--- config.mk ---
export PLATFORM = sky130hd
export DESIGN_NAME = sram_dp_fifo_ctrl
export DESIGN_NICKNAME = d
export VERILOG_FILES = /design/src/rtl/sram_dp_fifo_ctrl.sv
export SDC_FILE = /design/constraint.sdc
export NUM_CORES = 1
export LEC_CHECK = 0
export BUFFER_PORTS_ARGS = -buffer_cell sky130_fd_sc_hd__buf_2
export CELL_PAD_IN_SITES_DETAIL_PLACEMENT = 0
export CELL_PAD_IN_SITES_GLOBAL_PLACEMENT = 2
export CORE_MARGIN = 4
export CORE_UTILIZATION = 33
export CTS_BUF_LIST = sky130_fd_sc_hd__clkbuf_16
export CTS_CLUSTER_DIAMETER = 50
export DETAILED_ROUTE_END_ITERATION = 8
export GPL_ROUTABILITY_DRIVEN = 0
export PLACE_DENSITY_LB_ADDON = 0.1
export SYNTH_ARGS = -nofsm -noshare
export SYNTH_HDL_FRONTEND = slang
export SYNTH_SLANG_ARGS = --single-unit
export TNS_END_PERCENT = 50
--- constraint.sdc ---
create_clock -name CLKA -period 7.1 [get_ports CLKA]
set_clock_uncertainty 0.05 [all_clocks]
set_input_delay 1.42 -clock CLKA [delete_from_list [all_inputs] [get_ports CLKA]]
set_output_delay 1.42 -clock CLKA [all_outputs]
set_load 0.05 [all_outputs]
--- src/rtl/sram_dp_fifo_ctrl.sv ---
// 64x32 FIFO controller over a 1W/1R synchronous SRAM with a 2-entry show-ahead skid.
// Define SRAM_FIFO_PARITY_EN to store and check per-byte even parity in mem_da[35:32].
module sram_dp_fifo_ctrl #(
    parameter int AF_THRESH = 56
) (
    input  logic        CLKA,
    input  logic        reset_n,
    input  logic        clr,
    input  logic        wr_valid,
    output logic        wr_ready,
    input  logic [31:0] wr_data,
    output logic        rd_valid,
    input  logic        rd_ready,
    output logic [31:0] rd_data,
    output logic [6:0]  level,
    output logic        almost_full,
    output logic        parity_err,
    output logic        mem_mea,
    output logic        mem_wea,
    output logic [5:0]  mem_adra,
    output logic [35:0] mem_da,
    output logic        mem_meb,
    output logic        mem_web,
    output logic [5:0]  mem_adrb,
    input  logic [35:0] mem_qb
);

    logic [5:0]  wptr_q, wptr_d;
    logic [5:0]  rptr_q, rptr_d;
    logic [6:0]  level_q, level_d;
    logic [6:0]  mcnt_q, mcnt_d;
    logic [1:0]  skid_cnt_q, skid_cnt_d;
    logic [31:0] skid0_q, skid0_d;
    logic [31:0] skid1_q, skid1_d;
    logic        infl_q, infl_d;
    logic        perr_q, perr_d;

    logic        push;
    logic        pop;
    logic        issue;
    logic [2:0]  occ;
    logic        cap_perr;

    assign wr_ready    = (level_q < 7'd64);
    assign rd_valid    = (skid_cnt_q != 2'd0);
    assign rd_data     = skid0_q;
    assign level       = level_q;
    assign almost_full = (level_q >= 7'(AF_THRESH));
    assign parity_err  = perr_q;

    assign push = reset_n & ~clr & wr_valid & wr_ready;
    assign pop  = ~clr & rd_valid & rd_ready;

    // A slot freed by this cycle's pop may be refilled by a read issued now.
    assign occ   = 3'(skid_cnt_q) + 3'(infl_q);
    assign issue = reset_n & ~clr & (mcnt_q != 7'd0)
                 & (pop ? (occ < 3'd3) : (occ < 3'd2));

    assign mem_mea  = push;
    assign mem_wea  = push;
    assign mem_adra = wptr_q;
    assign mem_meb  = issue;
    assign mem_web  = 1'b0;
    assign mem_adrb = rptr_q;

`ifdef SRAM_FIFO_PARITY_EN
    function automatic logic [3:0] byte_par(input logic [31:0] d);
        byte_par = {^d[31:24], ^d[23:16], ^d[15:8], ^d[7:0]};
    endfunction

    assign mem_da   = {byte_par(wr_data), wr_data};
    assign cap_perr = infl_q & (byte_par(mem_qb[31:0]) != mem_qb[35:32]);
`else
    logic unused_qb_par;

    assign mem_da        = {4'b0000, wr_data};
    assign cap_perr      = 1'b0;
    assign unused_qb_par = ^mem_qb[35:32];
`endif

    always_comb begin
        wptr_d  = wptr_q + 6'(push);
        rptr_d  = rptr_q + 6'(issue);
        level_d = level_q + 7'(push) - 7'(pop);
        mcnt_d  = mcnt_q + 7'(push) - 7'(issue);
        infl_d  = issue;
        perr_d  = perr_q | cap_perr;
    end

    always_comb begin
        skid_cnt_d = skid_cnt_q;
        skid0_d    = skid0_q;
        skid1_d    = skid1_q;
        case ({pop, infl_q})
            2'b10: begin
                skid0_d    = skid1_q;
                skid_cnt_d = skid_cnt_q - 2'd1;
            end
            2'b01: begin
                if (skid_cnt_q == 2'd0) begin
                    skid0_d = mem_qb[31:0];
                end else begin
                    skid1_d = mem_qb[31:0];
                end
                skid_cnt_d = skid_cnt_q + 2'd1;
            end
            2'b11: begin
                if (skid_cnt_q == 2'd1) begin
                    skid0_d = mem_qb[31:0];
                end else begin
                    skid0_d = skid1_q;
                    skid1_d = mem_qb[31:0];
                end
            end
            default: ;
        endcase
    end

    always_ff @(posedge CLKA or negedge reset_n) begin
        if (!reset_n) begin
            wptr_q     <= '0;
            rptr_q     <= '0;
            level_q    <= '0;
            mcnt_q     <= '0;
            skid_cnt_q <= '0;
            skid0_q    <= '0;
            skid1_q    <= '0;
            infl_q     <= 1'b0;
            perr_q     <= 1'b0;
        end else if (clr) begin
            wptr_q     <= '0;
            rptr_q     <= '0;
            level_q    <= '0;
            mcnt_q     <= '0;
            skid_cnt_q <= '0;
            skid0_q    <= '0;
            skid1_q    <= '0;
            infl_q     <= 1'b0;
            perr_q     <= 1'b0;
        end else begin
            wptr_q     <= wptr_d;
            rptr_q     <= rptr_d;
            level_q    <= level_d;
            mcnt_q     <= mcnt_d;
            skid_cnt_q <= skid_cnt_d;
            skid0_q    <= skid0_d;
            skid1_q    <= skid1_d;
            infl_q     <= infl_d;
            perr_q     <= perr_d;
        end
    end

endmodule

# Yosys cells after proc, flatten, opt, wreduce, memory -nomap -nowiden
# Index checks and enable logic that the tools add are counted.
[word_totals] reg_bits=93 latchBits=0 ram_bits=0 mem_bits_ro=0 inputBits=73 output_inout_bits=95 wordCells=60 n_memories=0
[op_classes] addsub=9 n_mul=0 n_div=0 order_cmp=4 n_eq_ne=7 shifts=0 muxes=16 bitwise=8 n_reduce_logical=8
[ops] cell="two-way mux 32 bit" count=6
[ops] cell="case mux 32 bit (3 select lines)" count=1
[ops] cell="case mux 32 bit (2 select lines)" count=1
[ops] cell="adder 7 x 1 -> 7 bit" count=2
[ops] cell="two-way mux 7 bit" count=2
[ops] cell="subtractor 7 x 1 -> 7 bit" count=2
[ops] cell="adder 6 x 1 -> 6 bit" count=2
[ops] cell="two-way mux 6 bit" count=2
[ops] cell="inequality test 3 bit, second input constant" count=3
[ops] cell="AND 1 bit" count=7
[ops] cell="greater-or-equal comparator 7 x 6 -> 1 bit, second input constant" count=1
[ops] cell="< comparator 7 bit, second input constant" count=1
[ops] cell="nonzero test 7 bit" count=1
[ops] cell="< comparator 3 x 2 -> 1 bit, second input constant" count=2
[ops] cell="nonzero test 3 bit" count=2
[ops] cell="== test 2 x 1 -> 1 bit, second input constant" count=2
[ops] cell="== test 2 bit, second input constant" count=2
[ops] cell="case mux 2 bit (2 select lines)" count=1
[ops] cell="nonzero test 4 bit" count=1
[ops] cell="adder 2 x 1 -> 3 bit" count=1
[ops] cell="AND reduction 3 bit" count=1
[ops] cell="adder 2 x 1 -> 2 bit, second input constant" count=1
[ops] cell="logical NOT 2 bit" count=1
[ops] cell="two-way mux 1 bit" count=2
[ops] cell="5 further kinds" count=5

# Depth between registers and ports, before layout
# Gate-level depths: netlist of the first run.
[logic_depth] depth_word=7 ltp_mapped=15 depth_no_buf=15

# Least setup slack after synthesis of the first run
# No wires, ideal clock.
[synth_path] kind="in2reg" startpoint="in rd_ready" endpoint="reg mcnt_q[4]" setup_ps=136 t_arrival_ps=6107 required_time_ps=6914 path_slack_ps=808 path_stages=12 path_buffers=0 path_cell_list="nor2b_1 > mux2i_1 > a2111oi_0 > ha_1 > inv_1 > ha_1 > inv_1 > fa_1 > nor2b_1 > o21ba_2 > o21ai_0 > nor3b_1"
[synth_between] elab_chain_len=5
[synth_lines] element="from (decl)" line="13" text="input logic rd_ready,"
[synth_lines] element="AND 1 bit" line="52" text="assign pop = ~clr & rd_valid & rd_ready;"
[synth_lines] element="two-way mux 1 bit" line="57" text="& (pop ? (occ < 3'd3) : (occ < 3'd2));"
[synth_lines] element="AND 1 bit" line="57"
[synth_lines] element="via mem_meb" line="22" text="output logic mem_meb,"
[synth_lines] element="subtractor 7 x 1 -> 7 bit" line="85" text="mcnt_d = mcnt_q + 7'(push) - 7'(issue);"
[synth_lines] element="two-way mux 7 bit" line="130" text="end else if (clr) begin"
[synth_lines] element="to (signal assigned)" line="144" text="mcnt_q <= mcnt_d;"
[synth_lines] element="to (decl)" line="31" text="logic [6:0] mcnt_q, mcnt_d;"
# The timed path passes the listed nets, and every way through them passes these cells.
# A chain may end at the register's enable or synchronous reset.

# Worst setup path in the final report of the first run
[layout_path] startpoint="in clr" endpoint="out mem_wea"
[layout_between] elab_chain_len=4
[layout_lines] element="from (decl)" line="8" text="input logic clr,"
[layout_lines] element="inverter 1 bit" line="51" text="assign push = reset_n & ~clr & wr_valid & wr_ready;"
[layout_lines] element="AND 1 bit (3 in series)" line="51"
[layout_lines] element="to (decl)" line="19" text="output logic mem_wea,"
# Every way passes these cells.

==> results of run 1 <==
## cells by family (layout without fill, tap and decap cells)
| logic type | after synthesis | count (layout) | share of synthesized area |
|---|---|---|---|
| XOR/XNOR | 11 | 11 | 0.01812 |
| buffers and inverters | 99 | 146 | 0.1052 |
| flip-flops | 93 | 93 | 0.4376 |
| other | 1 | 7 | 0.0007052 |
| adder cells (fa/ha/maj) | 32 | 32 | 0.07812 |
| AND/OR/NAND/NOR | 139 | 139 | 0.1228 |
| AO/OA/AOI/OAI | 122 | 122 | 0.1734 |
| multiplexers | 34 | 34 | 0.06400 |
## per-layer routing
metal,share of wire,up-vias,global-route usage
li1,-,1934,-
met1,0.46,1978,0.2086
met2,0.45,131,0.2399
met3,0.077,14,0.04210
met4,0.013,0,0.05039
met5,0,-,0
## area by class of cell
cell class	count	area, µm²	area share
Sequential cell	93	2327	0.3886
Timing Repair Buffer	100	520.5	0.08692
Inverter	30	112.6	0.01880
Antenna cell	1	2.502	0.0004179
Tap cell	216	270.3	0.04513
Clock inverter	7	58.81	0.009820
Clock buffer	9	225.2	0.03761
Multi-Input combinational cell	344	2471	0.4127
## registers in the layout, summed over array words and instances (netlist names)
register and cells:
skid1_q 32, rd_data 32, mcnt_q 7, level 7
infl_q 1, mem_adra 6, mem_adrb 6, skid_cnt_q 2
## through the flow
step	total power, mW	util	setup slack [ns]	std cells
detailed placement	1.666	0.3602	2.575	783
global placement	1.643	0.3602	2.651	783
floorplan	1.477	-	0.8076	536
CTS	2.160	0.3782	2.692	799
finish	2.124	0.3783	2.731	800
global route	2.275	0.3783	2.617	800
## cell usage after synthesis (4+ instances only)
cell type and count:
mux2i_1 34, nor3_1 6, o21ai_1 32, a21oi_1 4, ha_1 30, nor2b_1 13, inv_1 28, buf_2 15
xnor2_1 6, nor3b_1 4, a221oi_1 32, nand3_1 8, xor2_1 5, nor2_1 50, buf_4 43, nor4b_1 4
dfrtp_1 93, nand2_1 40, a22o_1 32, clkbuf_1 10
## report_power, final
group          switching, mW  internal [mW]
clock                  0.213          0.269
sequential            0.0636          0.615
combinational          0.621          0.343
## worst max-delay path, delay by kind of cell
| family | cells | cell delay (ns) |
|---|---|---|
| and+or+nand+nor | 1 | 0.32 |
| buffers and inverters | 3 | 1.15 |
## final timing paths
path                       startpoint           to  cells after the start
max in group asynchronous     reset_n  rd_data[24]                      2
setup reg to reg               infl_q    mcnt_q[4]                     16
hold reg to reg            rd_data[6]   rd_data[6]                      2
hold / removal             rd_data[6]   rd_data[6]                      2
min in group asynchronous     reset_n    mcnt_q[6]                      1
setup / recovery                  clr      mem_wea                      4
==> out/qor.yml, run 1 <==
run_status:
  status: "finished, final reports clean"
clocking:
  cts_tree: "built"
  clk_latency_ns: 0.35
  cts.htree.levels: 3
  clk_pin_slew_worst_paths_ns: 0.06
  post_cts_buffers: 0
  cts_made_buffers: 9
  cts_hold_buf: 0
  cts.sinks: 93
  cts_resized: 0
  clk_root_buffer_cell: "clkbuf_16"
  cts_max_path_buffers: 2
logic_synthesis:
  synth-async-reset-ratio: 1.000
  netlist_top_cells_area: "dfrtp_1, ha_1, mux2i_1"
  ys.flop_type: "dfrtp_1"
  ys_warn_count: 0
  synth-seq-cells: 93
  synth_top_area_frac: 0.4376
  netlist_instances: 531
  synthDistinctLibCells: 49
  synth_top_area_cell: "dfrtp_1"
  avgSynthCellArea_um2: 10.01
  ys_seq_area_frac: 0.4376
  synth_edf_count: 0
  syn_area_um2: 5318
timing:
  fin_crit_ns: 4.369
  worst_slew_pin_slew_ns: 1.049
  maxSlewViolCount: 0
  whs_ns: 0.4276
  final-hold-violation-count: 0
  setup_viol: 0
  rsz0062_at_grt: "no"
  timing.fmax_ghz: 0.2289
  fin_crit_sh: 0.6154
  max_slew_margin: 0.2989
  fin_tns_setup_ns: 0
die:
  start_util: 0.3360
  fp.dieW_um: 134.9
  die-area_um2: 18210
  num_io_pins: 168
  core_um2: 15830
  rows: 46
  die_h_um: 134.9
critical_path:
  cpMostUsedCell: "buf_2"
  max_stage_delay_ns: 0.64
  crit_path_cell_trace: "buf_2 -> inv_2 -> and4_1 -> buf_2"
  slowest_stage: "buf_2"
  required_ns: 5.63
  critPathKind: "input port to output pin"
  arrival_ns: 2.90
  endpoint_kind: "output pin"
  rrSetupSlack_ns: 3.57
  crit_fanout: 40
  start_kind: "input port"
cells_and_area:
  final_area_um2: 5988
  drive_gt1_frac: 0.2075
  syn2layout_area_growth_pct: 12.61
  mostFrequentLayoutCell: "dfrtp_1"
  layout_common_cells: "dfrtp_1, buf_2, nor2_1, nand2_1, mux2i_1"
  n_fill_cell: 1585
  final_nets: 683
global_route:
  grt_pass1_wl_um: 22330
  antenna_found_initial: 1
  grt_max_degree: 60
  grt_overflow_total: 0
  gr-usage-all-layers: 0.1541
  grt_pass1_vias: 4085
power:
  p_leak_nw: 2.775
  ir_drop_v: 0.0001092
  p_per_area_nw_per_um2: 354.7
placed_design:
  port_buffers: 93
  placed_cell_area_um2: 5702
  dp_hpwl_um: 8520
detailed_routing:
  drc: 0
  routedWlPerCell_um: 17.27
  drtPass1Iterations: 4
  drt_iter0_drc: 232
  vias_per_cell: 5.071
  drt.antenna.violating_nets: 0
  wl_um: 13820
  vias: 4057
run:
  maxCapViolations: 0
hold_path:
  hold_path.class: "register to register"
No activity file was read; power rests on OpenSTA's default activity.
==> run 2: changes to the inputs <==
- CORE_UTILIZATION: 33 -> 28
- clock period: 7.1 -> 3.65 ns (I/O delays scaled with it)
==> run 2 against run 1 <==
Compared with the run above:
- sequential power grew 95%
- sequential cell count stayed put
- hold slack got worse by 0.043 ns
- power increased by 98%
- critical endpoint is now mcnt_q[6]
- clock power grew 97%
- first-iteration DRC count grew 12%
==> out/qor.yml, run 2 (synthesis results as in run 1) <==
critical_path:
  crit_path_cell_trace: "ha_1 -> inv_1 -> ha_1 -> a21oi_1 -> mux2i_1 -> a2111oi_4 -> ha_1 -> inv_1 -> ha_1 -> inv_1 -> fa_1 -> nor2b_2 -> o211ai_1 -> nand3_1 -> nor3b_1"
  cpMostUsedCell: "ha_1"
  critPathKind: "register to register"
  crit_fanout: 6
  start_kind: "register"
  endpoint_kind: "register"
  arrival_ns: 3.49
  rrSetupSlack_ns: 0.38
  cp-endpoint: "mcnt_q[6]"
  reg2reg_to: "mcnt_q[6]"
  r2r_start: "infl_q"
  required_ns: 3.87
  crit_buf_inv: 3
  cp-startpoint: "infl_q"
  max_stage_delay_ns: 0.47
  slowest_stage: "dfrtp_2"
  cp_top_family: "adder cells"
  r2r_cells: 15
  path_depth: 15
detailed_routing:
  drc: 0
  vias: 4156
  wl_um: 14710
  vias_per_cell: 5.050
  drtPass1Iterations: 5
  routedWlPerCell_um: 17.87
  drt_iter0_drc: 259
  drt.antenna.violating_nets: 0
die:
  die_h_um: 145.8
  die-area_um2: 21260
  rows: 50
  fp.dieW_um: 145.8
  start_util: 0.2843
  num_io_pins: 168
  core_um2: 18710
timing:
  timing.fmax_ghz: 0.3054
  maxSlewViolCount: 0
  fin_crit_sh: 0.8970
  setup_viol: 0
  worst_slew_pin_slew_ns: 1.091
  fin_crit_ns: 3.274
  final-hold-violation-count: 0
  layout_setup_ws_ns: 0.3761
  rsz0062_at_grt: "no"
  max_slew_margin: 0.2725
  fin_tns_setup_ns: 0
run:
  maxCapViolations: 0
cells_and_area:
  final_nets: 689
  drive_gt1_frac: 0.2241
  insertedDiodeCount: 0
  syn2layout_area_growth_pct: 14.40
  layout_common_cells: "buf_2, dfrtp_1, nor2_1, nand2_1, mux2i_1"
power:
  p_leak_nw: 2.801
  ir_drop_v: 0.0002211
  intPower_mw: 2.418
  p_seq_frac: 0.315
  p_sw_frac: 0.4240
  clockPowerShare: 0.226
  p_per_area_nw_per_um2: 690.3
  p_sw_mw: 1.781
  pwr-share-comb: 0.458
clocking:
  clk_root_buffer_cell: "clkbuf_16"
  cts_max_path_buffers: 2
  post_cts_buffers: 0
  cts.sinks: 93
  cts.htree.levels: 3
  clk_latency_ns: 0.35
  clk_pin_slew_worst_paths_ns: 0.07
  cts_made_buffers: 9
  cts_tree: "built"
hold_path:
  hold_path.class: "input port to asynchronous set/reset pin"
global_route:
  gr-usage-all-layers: 0.1392
  grt_max_degree: 67
  antenna_found_initial: 2
  grt_overflow_total: 0
  grt_pass1_wl_um: 23830
  grt_pass1_vias: 4273
run_status:
  status: "finished, final reports clean"
placed_design:
  port_buffers: 93
  post-place-ws_ns: 0.2466
  dp_hpwl_um: 9319
[run 2: cell types whose count changed in the layout (fill, tap and decap cells not counted), sizes merged]
| cell | change |
|---|---|
| clkinv | -2 |
| diode | -1 |
| clkinvlp | +2 |
| buf | +6 |
[run 2: how the worst min path moves through the flow]
| stage | from | end |
|---|---|---|
| after floorplan | reset_n | infl_q |
| after CTS | reset_n | rd_data[26] |
| after global placement | rd_data[13] | rd_data[13] |
| final | reset_n | level[6] |
| after detailed placement | rd_data[23] | rd_data[23] |
| after global routing | reset_n | level[1] |
[run 2: per-layer routing]
metal | GRT usage | vias up | part of all wire
li1 | - | 1954 | -
met1 | 0.1899 | 2040 | 0.47
met2 | 0.2170 | 126 | 0.45
met3 | 0.02865 | 32 | 0.052
met4 | 0.05461 | 4 | 0.020
met5 | 0 | - | 0.0014
[run 2: final cells by class]
class	count	area [µm²]
clock inverters	7	66.31
well taps	234	292.8
flip-flops and latches	93	2328
repair buffers	106	565.5
multi-input cells	344	2492
clock buffers	9	225.2
fillers	1922	12620
inverters	30	112.6
[run 2: repair_timing]
action                                  CTS  global route
endpoints found under the setup margin    0             2
gates resized for setup                   0             2
hold buffers                              0             0
[run 2: power by group through the flow]
stage	logic, mW	clock network, mW	registers (mW)
5_1_grt	2.14	1.02	1.35
3_3_place_gp	1.93	0	1.34
6_report	1.92	0.951	1.32
4_1_cts	1.96	0.989	1.33
3_5_place_dp	1.95	0	1.34
2_1_floorplan	1.33	0	1.56
[run 2: per-stage QoR]
step	area [µm²]	instances	power (mW)	hold slack, ns	util
2_1_floorplan	5355	536	2.892	0.3844	-
3_3_place_gp	5788	807	3.272	0.4156	0.3094
3_5_place_dp	5788	807	3.294	0.4204	0.3094
4_1_cts	6080	823	4.273	0.3880	0.3250
5_1_grt	6083	823	4.505	0.4113	0.3252
6_report	6083	823	4.199	0.3842	0.3252
==> run 3: changes to the inputs <==
- CORE_UTILIZATION: 28 -> 33
- HOLD_SLACK_MARGIN: default -> 0.08
- clock period: 3.65 -> 4.2 ns (I/O delays scaled with it)
==> run 3 against run 2 <==
Compared with the run above:
- critical path depth rose by 1
- sequential share of layout area rose by 0.17 points
- worst setup slack improved by 0.35 ns
- highest routed layer is now met4
- hold slack got worse by 0.11 ns
- largest power group unchanged
- core utilization rose by 5.7 points
- power fell by 13%
==> out/qor.yml, run 3 (synthesis results as in run 1) <==
run_status:
  status: "finished, final reports clean"
placed_design:
  post-place-ws_ns: 0.6775
  port_buffers: 93
  dp_hpwl_um: 9071
  dp_cells: 788
  placed_cell_area_um2: 5746
clocking:
  cts_made_buffers: 9
  cts_hold_buf: 0
  cts_resized: 0
  clk_pin_slew_worst_paths_ns: 0.06
  cts.sinks: 93
  cts_max_path_buffers: 2
  cts_tree: "built"
  clk_root_buffer_cell: "clkbuf_16"
  post_cts_buffers: 0
  clk_latency_ns: 0.35
  cts.htree.levels: 3
critical_path:
  crit_fanout: 6
  arrival_ns: 3.63
  start_kind: "register"
  critPathKind: "register to register"
  endpoint_kind: "register"
  required_ns: 4.35
detailed_routing:
  routedWlPerCell_um: 17.18
  wl_um: 13810
  drt.antenna.violating_nets: 0
  vias: 4117
  drt_iter0_drc: 198
  drc: 0
  vias_per_cell: 5.121
  drtPass1Iterations: 4
timing:
  whs_ns: 0.2781
  final-hold-violation-count: 0
  worst_slew_pin_slew_ns: 0.8275
  max_slew_margin: 0.4483
  timing.fmax_ghz: 0.2875
  maxSlewViolCount: 0
  fin_crit_sh: 0.8281
  fin_crit_ns: 3.478
  fin_tns_setup_ns: 0
  setup_viol: 0
  rsz0062_at_grt: "no"
  layout_setup_ws_ns: 0.7222
die:
  fp.dieW_um: 134.9
  num_io_pins: 168
  start_util: 0.3360
  die-area_um2: 18210
  core_um2: 15830
  rows: 46
  die_h_um: 134.9
global_route:
  grt_max_degree: 50
  grt_pass1_wl_um: 22410
  gr-usage-all-layers: 0.1535
  grt_overflow_total: 0
  antenna_found_initial: 0
  grt_pass1_vias: 4239
cells_and_area:
  finalNonFillerCells: 804
  final_nets: 688
  final_area_um2: 6053
  n_fill_cell: 1612
  layout_common_cells: "dfrtp_1, buf_2, nor2_1, nand2_1, mux2i_1"
  drive_gt1_frac: 0.2160
  mostFrequentLayoutCell: "dfrtp_1"
  syn2layout_area_growth_pct: 13.84
  insertedDiodeCount: 0
  final_util: 0.3825
power:
  ir_drop_v: 0.0002087
  fin_total_pwr_mw: 3.663
  p_per_area_nw_per_um2: 605.1
  p_leak_nw: 2.807
hold_path:
  hold_path.class: "input port to asynchronous set/reset pin"
run:
  maxCapViolations: 0
run 3: cell type report:
type,instances,area (µm²),share of cell area
Inverter,30,112.6,0.01860
Sequential cell,93,2327,0.3845
Timing Repair Buffer,105,558.0,0.09219
Clock buffer,9,225.2,0.03721
Clock inverter,7,82.58,0.01364
Tap cell,216,270.3,0.04465
Multi-Input combinational cell,344,2477,0.4093
run 3: routing by layer:
metal,wire (µm),track usage,vias up,part of all wire
met1,6537,0.2051,2059,0.47
met3,805,0.03539,21,0.058
met5,0,0,-,0
li1,-,-,1950,-
met4,164,0.04871,0,0.012
met2,6306,0.2479,87,0.46
run 3: critical path, cell delays in order (launching register included):
cell       delay (ns)
dfrtp_1          0.49
ha_1             0.23
inv_1            0.05
ha_1             0.27
a21oi_1          0.15
mux2i_1          0.12
a2111oi_2        0.35
buf_4            0.19
ha_1             0.22
inv_1            0.06
ha_1             0.15
inv_1            0.05
fa_1             0.38
nor2b_1          0.22
o21ba_2          0.17
o21ai_0          0.06
nor3b_1          0.15
run 3: final timing paths:
check,from,to,slack (ns),cells past startpoint
hold / removal,reset_n,level[6],0.28,1
max in group asynchronous,reset_n,skid1_q[9],2.38,3
hold reg to reg,rd_data[20],rd_data[20],0.43,2
min in group CLKA,rd_data[20],rd_data[20],0.43,2
setup reg to reg,infl_q,mcnt_q[4],0.72,16
setup / recovery,infl_q,mcnt_q[4],0.72,16
run 3: power by group:
| group | internal (mW) | switching (mW) | total, mW |
|---|---|---|---|
| registers | 1.04 | 0.108 | 1.15 |
| logic | 0.596 | 1.05 | 1.65 |
| clock network | 0.514 | 0.355 | 0.869 |
